`src/rtl/command_page_fetcher.sv`:
```
// command_page_fetcher: caches command pages by tag and burst-fills a round-robin victim page on a miss
module command_page_fetcher #(
    parameter int PAGE_COUNT = 4,
    parameter int PAGE_BITS  = 8
) (
    input  logic                          clock,
    input  logic                          reset,
    input  logic [20:0]                   command_addr,
    input  logic                          flush,
    output logic                          command_ready,
    output logic [$clog2(PAGE_COUNT)-1:0] hit_slot,
    output logic                          mem_request,
    output logic [21:0]                   mem_address,
    output logic                          mem_last4,
    output logic                          mem_write_enable,
    output logic [31:0]                   mem_data_write,
    input  logic                          mem_ready,
    input  logic [31:0]                   mem_data_read,
    output logic                          fill_we,
    output logic [$clog2(PAGE_COUNT)-1:0] fill_slot,
    output logic [PAGE_BITS-1:0]          fill_addr,
    output logic [31:0]                   fill_data
);
    localparam int SW = $clog2(PAGE_COUNT);
    localparam int TW = 21 - PAGE_BITS;
    localparam logic [PAGE_BITS-1:0] LAST_WORD   = '1;
    localparam logic [PAGE_BITS-1:0] LAST4_START = PAGE_BITS'((1 << PAGE_BITS) - 4);

    typedef enum logic [1:0] {IDLE, FILL, DONE} state_t;

    state_t                state, state_next;
    logic [TW-1:0]         tags [PAGE_COUNT];
    logic [PAGE_COUNT-1:0] valid;
    logic [TW-1:0]         miss_tag;
    logic [SW-1:0]         victim, rr_ptr;
    logic [PAGE_BITS-1:0]  word_cnt;
    logic [TW-1:0]         cmd_tag;
    logic                  in_fill;
    logic                  unused_offset;

    assign cmd_tag          = command_addr[20:PAGE_BITS];
    assign unused_offset    = ^command_addr[PAGE_BITS-1:0];
    assign mem_write_enable = 1'b0;
    assign mem_data_write   = '0;
    assign in_fill          = state == FILL;

    // Tag match; scanning downward lets the lowest matching slot win
    always_comb begin
        command_ready = 1'b0;
        hit_slot = '0;
        for (int i = PAGE_COUNT - 1; i >= 0; i--) begin
            if (valid[i] && tags[i] == cmd_tag) begin
                command_ready = 1'b1;
                hit_slot = SW'(i);
            end
        end
    end

    // State register
    always_ff @(posedge clock) state <= !reset ? IDLE : state_next;

    // Next state and burst-side outputs, all quiet outside FILL
    always_comb begin
        state_next  = IDLE;
        mem_request = in_fill;
        fill_we     = in_fill && mem_ready;
        mem_last4   = in_fill && word_cnt >= LAST4_START;
        mem_address = in_fill ? {1'b0, miss_tag, word_cnt} : '0;
        fill_slot   = fill_we ? victim : '0;
        fill_addr   = fill_we ? word_cnt : '0;
        fill_data   = fill_we ? mem_data_read : '0;
        case (state)
            IDLE:    state_next = (!command_ready && !flush) ? FILL : IDLE;
            FILL:    state_next = flush ? IDLE : (mem_ready && word_cnt == LAST_WORD) ? DONE : FILL;
            default: state_next = IDLE;
        endcase
    end

    // Miss latch, word counter, valid bits and round-robin pointer; flush wins over any fill progress
    always_ff @(posedge clock) begin
        if (!reset) begin
            valid    <= '0;
            word_cnt <= '0;
            rr_ptr   <= '0;
            victim   <= '0;
            miss_tag <= '0;
        end else if (flush) begin
            valid    <= '0;
            word_cnt <= '0;
        end else begin
            if (state == IDLE && !command_ready) begin
                miss_tag       <= cmd_tag;
                victim         <= rr_ptr;
                valid[rr_ptr]  <= 1'b0;
            end
            if (in_fill && mem_ready) word_cnt <= word_cnt + 1'b1;
            if (state == DONE) begin
                valid[victim] <= 1'b1;
                rr_ptr        <= rr_ptr + 1'b1;
            end
        end
    end

    // Tag written only on a completed fill; stale tags are masked by their valid bit
    always_ff @(posedge clock) if (reset && !flush && state == DONE) tags[victim] <= miss_tag;
endmodule

```
`config.mk`:
```
export PLATFORM = sky130hd
export DESIGN_NAME = command_page_fetcher
export DESIGN_NICKNAME = d
export VERILOG_FILES = /design/src/rtl/command_page_fetcher.sv
export SDC_FILE = /design/constraint.sdc
export NUM_CORES = 1
export LEC_CHECK = 0
export ABC_AREA = 1
export BUFFER_PORTS_ARGS = -buffer_cell sky130_fd_sc_hd__buf_2
export CAP_MARGIN = 20
export CORE_AREA = 8 8 121 123
export CTS_CLUSTER_SIZE = 10
export DETAILED_ROUTE_END_ITERATION = 7
export DIE_AREA = 0 0 129 131
export HOLD_SLACK_MARGIN = 0.03
export REMOVE_ABC_BUFFERS = 1
export SLEW_MARGIN = 0
export SYNTH_ARGS = -nofsm -noshare
export SYNTH_HDL_FRONTEND = slang
export SYNTH_SLANG_ARGS = --single-unit
```
`constraint.sdc`:
```
create_clock -name clock -period 2.9 [get_ports clock]
set_clock_uncertainty 0.15 [all_clocks]
set_input_delay 0.145 -clock clock [delete_from_list [all_inputs] [get_ports clock]]
set_output_delay 0.145 -clock clock [all_outputs]
set_load 0.01 [all_outputs]
```
# After elaboration in Yosys (flattened, before gate mapping)
# Memories as Yosys holds them, arrays and structs flattened.
# Index checks and enable logic that the tools add are counted.
[word_totals] reg_bits=31 latch_bits=0 ramBits=52 mem_bits_ro=0 input_bits=57 out_inout_bits=103 elab_cells=71 mem_count=1
[memory_table] memory="tags" depth=4 word_bits=13 read_ports=4 rd_clocked_by_memory_dff=0 write_ports=1 line_no="32" text="logic [TW-1:0] tags [PAGE_COUNT];"
[op_classes] n_addsub=2 n_mul=0 n_div=0 order_cmp=5 eq_ne=7 n_shift=0 n_mux=26 n_bitwise=5 reduce_logical=19
[ops] op="== test 13 bit" n=4
[ops] op="two-way mux 32 bit" n=1
[ops] op="two-way mux 21 bit" n=1
[ops] op="two-way mux 4 bit" n=4
[ops] op="two-way mux 2 bit" n=7
[ops] op="logical AND 1 bit" n=13
[ops] op="two-way mux 1 bit" n=9
[ops] op="adder 8 x 1 -> 8 bit, second input constant" n=1
[ops] op="== test 8 bit, second input constant" n=1
[ops] op=">= comparator 8 bit, second input constant" n=1
[ops] op="two-way mux 8 bit" n=1
[ops] op="< comparator 2 x 3 -> 1 bit, second input constant" n=2
[ops] op="bitwise AND 4 bit" n=1
[ops] op="demux 1 bit (select 2 bit)" n=2
[ops] op=">= comparator 2 x 1 -> 1 bit, second input constant" n=2
[ops] op="NOT 4 bit" n=1
[ops] op="OR 4 bit" n=1
[ops] op="one-hot mux 2 bit (2 select lines)" n=1
[ops] op="AND reduction 2 bit" n=2
[ops] op="adder 2 x 1 -> 2 bit, second input constant" n=1
[ops] op="== test 2 x 1 -> 1 bit, second input constant" n=1
[ops] op="== test 2 bit, second input constant" n=1
[ops] op="logical NOT 1 bit" n=2
[ops] op="logical NOT 2 bit" n=1
[ops] op="other kinds (2)" n=3

# Logic depth before layout (Yosys ltp)
# Gate-level depths: netlist of the first run.
# An unclocked memory read counts as a cell.
[depth] depth_word=14 mapped_depth=14 mapped_depth_nobuf=13

# Worst setup path before layout of the first run
# Ideal clock, no wire load.
[synth_path] path_type="reg-to-reg" start="reg state[0]" end="mem tags[1][0] (netlist name) (enable)" setup_ps=402 arrival_ps=1636 t_required_ps=2348 path_slack_ps=712 stages_incl_launch_ff=6 path_buffers=0 period_less_slack_ps=2188 cell_sequence="dfxtp_1 -> inv_1 -> nand3_1 -> nor2_1 -> inv_1 -> nor3_1"
[synth_between] elab_chain_len=4
[synth_rtl] item="start: declaration" line_no="31" text="state_t state, state_next;"
[synth_rtl] item="start signal: assignment" line_no="60" text="always_ff @(posedge clock) state <= !reset ? IDLE : state_next;"
[synth_rtl] item="== test 2 bit" line_no="105" text="always_ff @(posedge clock) if (reset && !flush && state == DONE) tags[victim] <= miss_tag;"
[synth_rtl] item="logical AND 1 bit" line_no="105"
[synth_rtl] item="two-way mux 1 bit" line_no="105"
[synth_rtl] item="two-way mux 1 bit (implied by the code)" line_no="105"
[synth_rtl] item="end: declaration" line_no="32"
# Every way passes these cells.

==> results of run 1 <==
[worst max path at each step]
stage                         start  cells after the start                       end
3_5_place_dp   tags[0][7]$_DFFE_PP_                     10  miss_tag[7]$_SDFFE_PN0P_
4_1_cts        tags[3][8]$_DFFE_PP_                     13  miss_tag[8]$_SDFFE_PN0P_
6_report       tags[3][8]$_DFFE_PP_                     13  miss_tag[1]$_SDFFE_PN0P_
5_1_grt        tags[3][8]$_DFFE_PP_                     13    victim[1]$_SDFFE_PN0P_
3_3_place_gp   tags[3][8]$_DFFE_PP_                     13  miss_tag[1]$_SDFFE_PN0P_
2_1_floorplan   state[0]$_SDFF_PN0_                      9  word_cnt[7]$_SDFFE_PP0P_
[sequential cells by signal (all words and copies together), names as in the netlist]
signal and flops:
miss_tag 13, rr_ptr 2, state 2, tags 52, valid 4, victim 2
word_cnt 8
[worst register-to-register path, cell delays in order (launching register included)]
cell and delay, ns:
edfxtp_1 0.40, inv_1 0.07, nand2_1 0.04, nand2_1 0.06
nor2_1 0.04, nand2_1 0.07, nor2_1 0.07, nand2_1 0.11
nand2_2 0.09, nor2_4 0.49, nand3_4 0.43, nand2_1 0.15
inv_1 0.05, nor2_1 0.08
[layout make-up]
type	instances	area, um2
well taps	176	220.2
repair buffers	128	670.6
flip-flops and latches	83	2182
fillers	1344	7114
multi-input cells	421	1841
inverters	141	529.3
clock inverters	7	92.59
clock buffers	9	225.2
[where the power goes]
part | leakage (uW) | internal, uW | switching (uW)
clock | 0.000159 | 752 | 455
combinational | 0.00221 | 96.3 | 195
sequential | 0.000729 | 1280 | 21.2
total | 0.00310 | 2130 | 672
[per-layer routing]
layer  routed length [um]  share of wire  GRT usage  vias up
met3                 1156          0.091    0.04870       16
met4                  202          0.016    0.05045        2
met5                   10        0.00078          0        -
li1                     -              -          -     2173
met2                 5940           0.47     0.2583      167
met1                 5443           0.43     0.1715     1786
[synth_stat cells (all sizes together)]
| library cell | n | area share |
|---|---|---|
| nor3b | 1 | 0.0016 |
| a21oi | 11 | 0.012 |
| a211oi | 1 | 0.0016 |
| a21boi | 1 | 0.0016 |
| ha | 5 | 0.013 |
| o311ai | 1 | 0.0018 |
| o211ai | 2 | 0.0032 |
| inv | 140 | 0.11 |
| nor2 | 116 | 0.094 |
| dfxtp | 31 | 0.13 |
| clkinv | 1 | 0.00079 |
| nand2 | 190 | 0.16 |
| nor3 | 8 | 0.0095 |
| nor4 | 1 | 0.0013 |
| edfxtp | 52 | 0.33 |
| buf | 38 | 0.060 |
| nand4 | 15 | 0.020 |
| clkbuf | 12 | 0.0095 |
| conb | 1 | 0.00079 |
| nand3 | 15 | 0.018 |
| or2 | 3 | 0.0040 |
| o21ai | 17 | 0.019 |
[metrics by stage]
| step | power, uW | worst slack, ns | hold WS [ns] |
|---|---|---|---|
| 6_report | 2797 | 0.5247 | 0.04758 |
| 5_1_grt | 2899 | 0.2612 | 0.08981 |
| 4_1_cts | 2820 | 0.4802 | 0.03938 |
| 3_5_place_dp | 1616 | 0.5286 | 0.3091 |
| 3_3_place_gp | 1614 | 0.5398 | 0.3050 |
| 2_1_floorplan | 1489 | 0.5585 | 0.1163 |
[repair_timing]
| item | in CTS | in global routing |
|---|---|---|
| endpoints found under the hold margin | 1 | 0 |
| endpoints found under the setup margin | 0 | 0 |
| hold buffers | 1 | 0 |
[layout by cell type (no fill, tap or decap), drive strengths merged, types with 5 or more instances in the layout]
master and instances:
nand3 15, a21oi 11, conb 34, nor2 116, o21ai 17, nor3 8
clkinv 6, edfxtp 52, buf 127, dfxtp 31, clkbuf 9, ha 5
nand2 190, inv 140, nand4 15
[cells by family (layout without fill, tap and decap cells)]
logic type,count (synthesis),count (layout)
and+or+nand+nor,349,349
buffers and inverters,191,285
DFF,83,83
AOI/OAI and AO/OA,33,33
adders and majority gates,5,5
other,1,34
==> metrics.md, run 1 <==
| Metric | Value |
|---|---|
| Status | finished clean |
| R2R Path Start | tags[3][8]$_DFFE_PP_ |
| Post-synthesis adder-cell area fraction | 0.01321 |
| Largest family of logic cells by synthesized area | simple AND/OR/NAND/NOR gates |
| Drt first pass iters | 5 |
| CTS Root Cell | clkbuf_16 |
| Required time worst endpoint | about 3 ns |
| Die area | 16900 um2 |
| Synth Area in XOR/XNOR | 0 |
| Clock sinks | 83 |
| Fin crit period | 2.375 ns |
| CTS max path bufs | 2 |
| Crit-path leading delay family | simple AND/OR/NAND/NOR gates |
| Largest net degree at the start of global routing | 48 |
| Post-route ant nets | 0 |
| Grt total ovfl | 0 |
| Max VDD drop | 0.0001982 V |
| Core area | ~13000 um2 |
| Sequential area share after synthesis | 0.4606 |
| CP max FO | 21 |
| I/O pin cnt | 160 |
| Period utilization | 0.8191 |
| Power per cell area | 485.5 nW/um2 |
| Crit path kind | reg2reg |
| CP startpoint kind | flip-flop |
| Buffers on Ports | about 120 |
| Gr usage total | 0.1497 |
| DRT iter0 DRCs | between 200 and 250 |
| Post-Route Utilization | 0.4474 |
| Cells after Synth | 662 |
| Placer Congestion | 0.8070 |
| Synth Register Bits | 83 |
| DRC viols | 0 |
| Die Ht | 131 um |
| Final wirelength | between 10000 and 15000 um |
| Vias in the first global route | 3968 |
| Setup TNS | 0 ns |
| Row Count | 42 |
| CTS HTree Levels | 3 |
| Compound-Gate Fraction of Synth Area | 0.03856 |
| Top cell by count, worst path | nand2_1 |
| Non-Filler Instances | between 900 and 1000 |
| Worst R2R Path Depth | 13 |
| Crit end category | flip-flop |
| Post-synthesis simple-gate area fraction | 0.3056 |
| Synth Area per Inst | 7.156 um2 |
| Slew Viols, Final | 0 |
| Final hold vios | 0 |
| Hold WC Path Type | in2reg |
| Critical-path cell list | inv_1 -> nand2_1 -> nand2_1 -> nor2_1 -> nand2_1 -> nor2_1 -> nand2_1 -> nand2_2 -> nor2_4 -> nand3_4 -> nand2_1 -> inv_1 -> nor2_1 |
| Reg-to-reg endpoint | miss_tag[1]$_SDFFE_PN0P_ |
| # resized after CTS | 0 |
| RSZ-0062 raised after global routing | no |
| Layout Nets | 846 |
| Post-placement cell count | 948 |
| Area of placed instances | 5433 um2 |
| HPWL Detailed | 9666 um |
| WP buf/inv | 2 |
| Die Width | 129 um |
| Max-cap violation count | 0 |
| Flop-to-flop setup slack | around 0.52 ns |
| CP max-delay cell | nor2_4 |
| Initial antenna violation count | 1 |
| Area Growth Syn to Fin | 21.61% |
| Cell Area, Synth | ~4700 um2 |
| Max Fclk | 0.4210 GHz |
| Share of cells above drive strength 1 | 0.2345 |
| Vias post-DR | 4144 |
| Final setup viols | 0 |
| Synth unique cells | 32 |
| Initial core utilization | 0.3679 |
| Fin area | 5761 um2 |
| Post-CTS Setup Bufs | 0 |
| Reg clk slew, reported paths | 0.06 ns |
| First-pass GRT wire length | 19130 um |
| Hold Path Depth | 5 |
| CTS tree | yes |
| Worst slew pin tran | 0.8460 ns |
| Slew HR | 0.4354 |
| Leak pwr | 0.003099 uW |
| Proportion of synthesized area in mux cells | 0 |
| Worst-Skew Late Latency | between 0.3 and 0.4 ns |
| CP max stage delay | ~0.49 ns |
| Crit path DAT | 2.49 ns |
| Hold path endpoint | miss_tag[7]$_SDFFE_PN0P_ |
| Diode count | 0 |
| Worst hold start | command_addr[15] |
| Vias per cell | 4.294 |
| Wire per inst | 13.21 um |
| Num CTS Buffers | 9 |
| Synth Warn # | 0 |
Power figures use the tool's default switching activity.
==> run 2, diff against run 1 <==
ABC_AREA = 0   (was 1)
CORE_AREA = 8 8 118 120   (was 8 8 121 123)
DIE_AREA = 0 0 126 128   (was 0 0 129 131)
clock period = 2.4 ns   (was 2.9 ns; I/O delays follow)
==> run 2 against run 1 <==
Net effect: worst setup slack got worse by 0.44 ns; cell count down 29%; combinational power up 5%; clock power up 17%; design area decreased by 5.9%.
==> metrics.md, run 2 <==
| Metric | Value |
|---|---|
| CTS HTree Levels | 3 (unchanged) |
| Row Count | 41 (was 42) |
| Status | finished clean (unchanged) |
| Final setup viols | 0 (unchanged) |
| Internal | 2537 uW (was 2125 uW) |
| Die Ht | 128 um (was 131 um) |
| Crit path kind | reg2out (was reg2reg) |
| Placer Congestion | 0.8215 (was 0.8070) |
| Cells after Synth | 409 (was 662) |
| Final hold vios | 0 (unchanged) |
| Multi-input gate area | 1914 um2 (was 1841 um2) |
| Period utilization | 0.9636 |
| Sw power | 736.6 uW (was 671.5 uW) |
| Clock sinks | 83 (unchanged) |
| Register area | 2182 um2 (unchanged) |
| Largest register FFs | 52 (unchanged) |
| DRT iter0 DRCs | 126 (was 235) |
| Vias in the first global route | 3395 (was 3968) |
| Setup WS pre-CTS | 0.2785 ns (was 0.5286 ns) |
| I/O pin cnt | 160 (unchanged) |
| HPWL Detailed | 8214 um (was 9666 um) |
| Wire per inst | 15.89 um (was 13.21 um) |
| Drt first pass iters | 4 (was 5) |
| Sequential area share after synthesis | 0.4904 (was 0.4606) |
| Die area | 16130 um2 (was 16900 um2) |
| Leak pwr | 0.002506 uW (was 0.003099 uW) |
| DRC viols | 0 (unchanged) |
| Layout Nets | 590 (was 846) |
| Final setup margin | 0.08727 ns (was 0.5247 ns) |
| Max Fclk | around 0.43 GHz |
| Buffers on Ports | 117 (unchanged) |
| FILL cells | 1167 (was 1344) |
| Switching fraction of total power | 0.2251 (was 0.2401) |
| Worst slew pin tran | 0.5092 ns (was 0.8460 ns) |
| Crit path DAT | 2.04 ns (was 2.49 ns) |
| CP startpoint kind | flip-flop (unchanged) |
| Final wirelength | 10850 um (was 12750 um) |
| Most frequent cell after synthesis | xnor2_1 (was nand2_1) |
| Share of cells above drive strength 1 | 0.3002 (was 0.2345) |
| Prevailing post-synth register cell | edfxtp_1 (unchanged) |
| Slew Viols, Final | 0 (unchanged) |
| Initial core utilization | 0.3644 (was 0.3679) |
| Fin crit period | around 2.3 ns |
| Post-CTS Setup Bufs | 0 (unchanged) |
| Vias post-DR | 3164 (was 4144) |
| First-pass GRT wire length | 17310 um (was 19130 um) |
| CTS tree | yes (unchanged) |
| Power per cell area | 603.8 nW/um2 (was 485.5 nW/um2) |
| Top flop regs | tags: 52 flops, miss_tag: 13 flops, word_cnt: 8 flops (unchanged) |
| Hold WC Path Type | in2reg (unchanged) |
| Max-cap violation count | 0 (unchanged) |
| Initial antenna violation count | 0 (was 1) |
| Top-area cell type share of the netlist area | 0.3510 (was 0.3296) |
| Cell Area, Synth | 4449 um2 (was 4737 um2) |
| Combinational share of power | 0.093 (was 0.104) |
| Synth Register Bits | 83 (unchanged) |
| Vias per cell | 4.633 (was 4.294) |
| CP max FO | 3 (was 21) |
| Required time worst endpoint | 2.13 ns (was 3.02 ns) |
| Largest area contributor in the netlist | edfxtp_1 (unchanged) |
| Post-route ant nets | 0 (unchanged) |
| Number of enable flip-flop cells after synthesis | 52 (unchanged) |
| CTS Root Cell | clkbuf_16 (unchanged) |
| Worst-Skew Late Latency | 0.33 ns (about the same) |
| Slew HR | 0.6605 (was 0.4354) |
| Diode count | 0 (unchanged) |
| Hold slack | 0.09916 ns (was 0.04758 ns) |
| Clock share of power | 0.431 (was 0.432) |
| Synth Area per Inst | 10.88 um2 (was 7.156 um2) |
| Area Growth Syn to Fin | 21.85% (was 21.61%) |
| Core area | 12210 um2 (was 12870 um2) |
| Commonest cells in the synthesized netlist | 54 x xnor2_1, 52 x edfxtp_1, 45 x and3_1 (was 178 x nand2_1, 119 x inv_1, 114 x nor2_1) |
| Crit end category | output pin (was flip-flop) |
| Num CTS Buffers | 9 (unchanged) |
| Die Width | 126 um (was 129 um) |
| Commonest cells after routing, fill and taps aside | 117 x buf_2, 54 x xnor2_1, 52 x edfxtp_1 (was 178 x nand2_1, 119 x inv_1, 117 x buf_2) |
| Synth top area cells | edfxtp_1 35%, dfxtp_1 14%, xnor2_1 11% (was edfxtp_1 33%, nand2_1 14%, dfxtp_1 13%) |
| Max VDD drop | 0.0002911 V (was 0.0001982 V) |
| Largest reg by FF count | tags (unchanged) |
| Synth Warn # | 0 (unchanged) |
| Synth unique cells | 31 (was 32) |
| Largest net degree at the start of global routing | 37 (was 48) |
| Sequential power share | 0.475 (was 0.464) |
| FFs w/ async S/R, synth | 0 (unchanged) |
| Post-Route Utilization | 0.4440 (was 0.4474) |
| CTS max path bufs | 2 (unchanged) |
| Reg clk slew, reported paths | 0.06 ns (about the same) |
| Gr usage total | 0.1358 (was 0.1497) |
| Commonest non-fill, non-tap cell in the layout | buf_2 (was nand2_1) |
| RSZ-0062 raised after global routing | yes (was no) |
| Grt total ovfl | 0 (unchanged) |
-- run 2: final timing paths --
path	start	end	slack (ns)	cells after the start
worst max-delay path	tags[2][0]$_DFFE_PP_	hit_slot[0]	0.09	7
worst min-delay path	mem_ready	state[0]$_SDFF_PN0_	0.1	4
worst max register to register	tags[0][1]$_DFFE_PP_	miss_tag[4]$_SDFFE_PN0P_	0.28	7
worst min register to register	valid[0]$_SDFF_PP0_	valid[0]$_SDFF_PP0_	0.34	1
-- run 2: area by class of cell --
class,count,share of cell area
flip-flops and latches,83,0.4025
well taps,150,0.03462
repair buffers,142,0.1491
multi-input cells,287,0.3531
clock inverters,5,0.01039
inverters,5,0.003462
clock buffers,11,0.04685
-- run 2: power groups by stage --
stage	clock network (uW)	registers [uW]	logic, uW
after CTS	1440	1560	308
final	1410	1560	306
after floorplan	0	1580	151
after global placement	0	1590	284
after detailed placement	0	1590	289
after global routing	1490	1560	339
-- run 2: layer usage --
metal,GRT usage,wire [um],part of all wire,up-vias
li1,-,-,-,1558
met1,0.1508,4502,0.41,1479
met2,0.2333,5357,0.49,119
met3,0.05699,899,0.083,8
met4,0.03963,93,0.0086,0
met5,0,0,0,-
-- run 2: stage by stage --
step                      cells  instance area [um2]  power (uW)  TNS (ns)
final                       683                 5421        3273         0
after global routing        683                 5421        3388  -0.05558
after global placement      653                 4957        1870         0
after floorplan             375                 4095        1729  -0.09669
after detailed placement    653                 4957        1877         0
after CTS                   683                 5408        3307         0
-- run 2: timing repair --
item,CTS,global route
gates resized for setup,0,2
setup endpoints to repair,0,2
hold buffers,14,0
hold endpoints to repair,14,0
-- run 2: kinds of logic (layout without fill, tap and decap cells) --
logic type                 Yosys count  count (layout)  synth area share
DFF                                 83              83            0.4904
AOI/OAI and AO/OA                   13              13           0.01856
and+or+nand+nor                    161             161            0.2143
adders and majority gates            5               5           0.01406
muxes                               16              16           0.03599
buffers and inverters               72             163            0.1116
xor gates and xnor gates            58              58            0.1142
other                                1              34         0.0008428
-- run 2: worst max-delay path: stages (launching register included) --
cell	delay [ns]
edfxtp_1	0.38
xnor2_1	0.18
nand4_1	0.20
nor4_4	0.43
inv_1	0.08
a21oi_1	0.19
nor2_1	0.08
buf_2	0.16
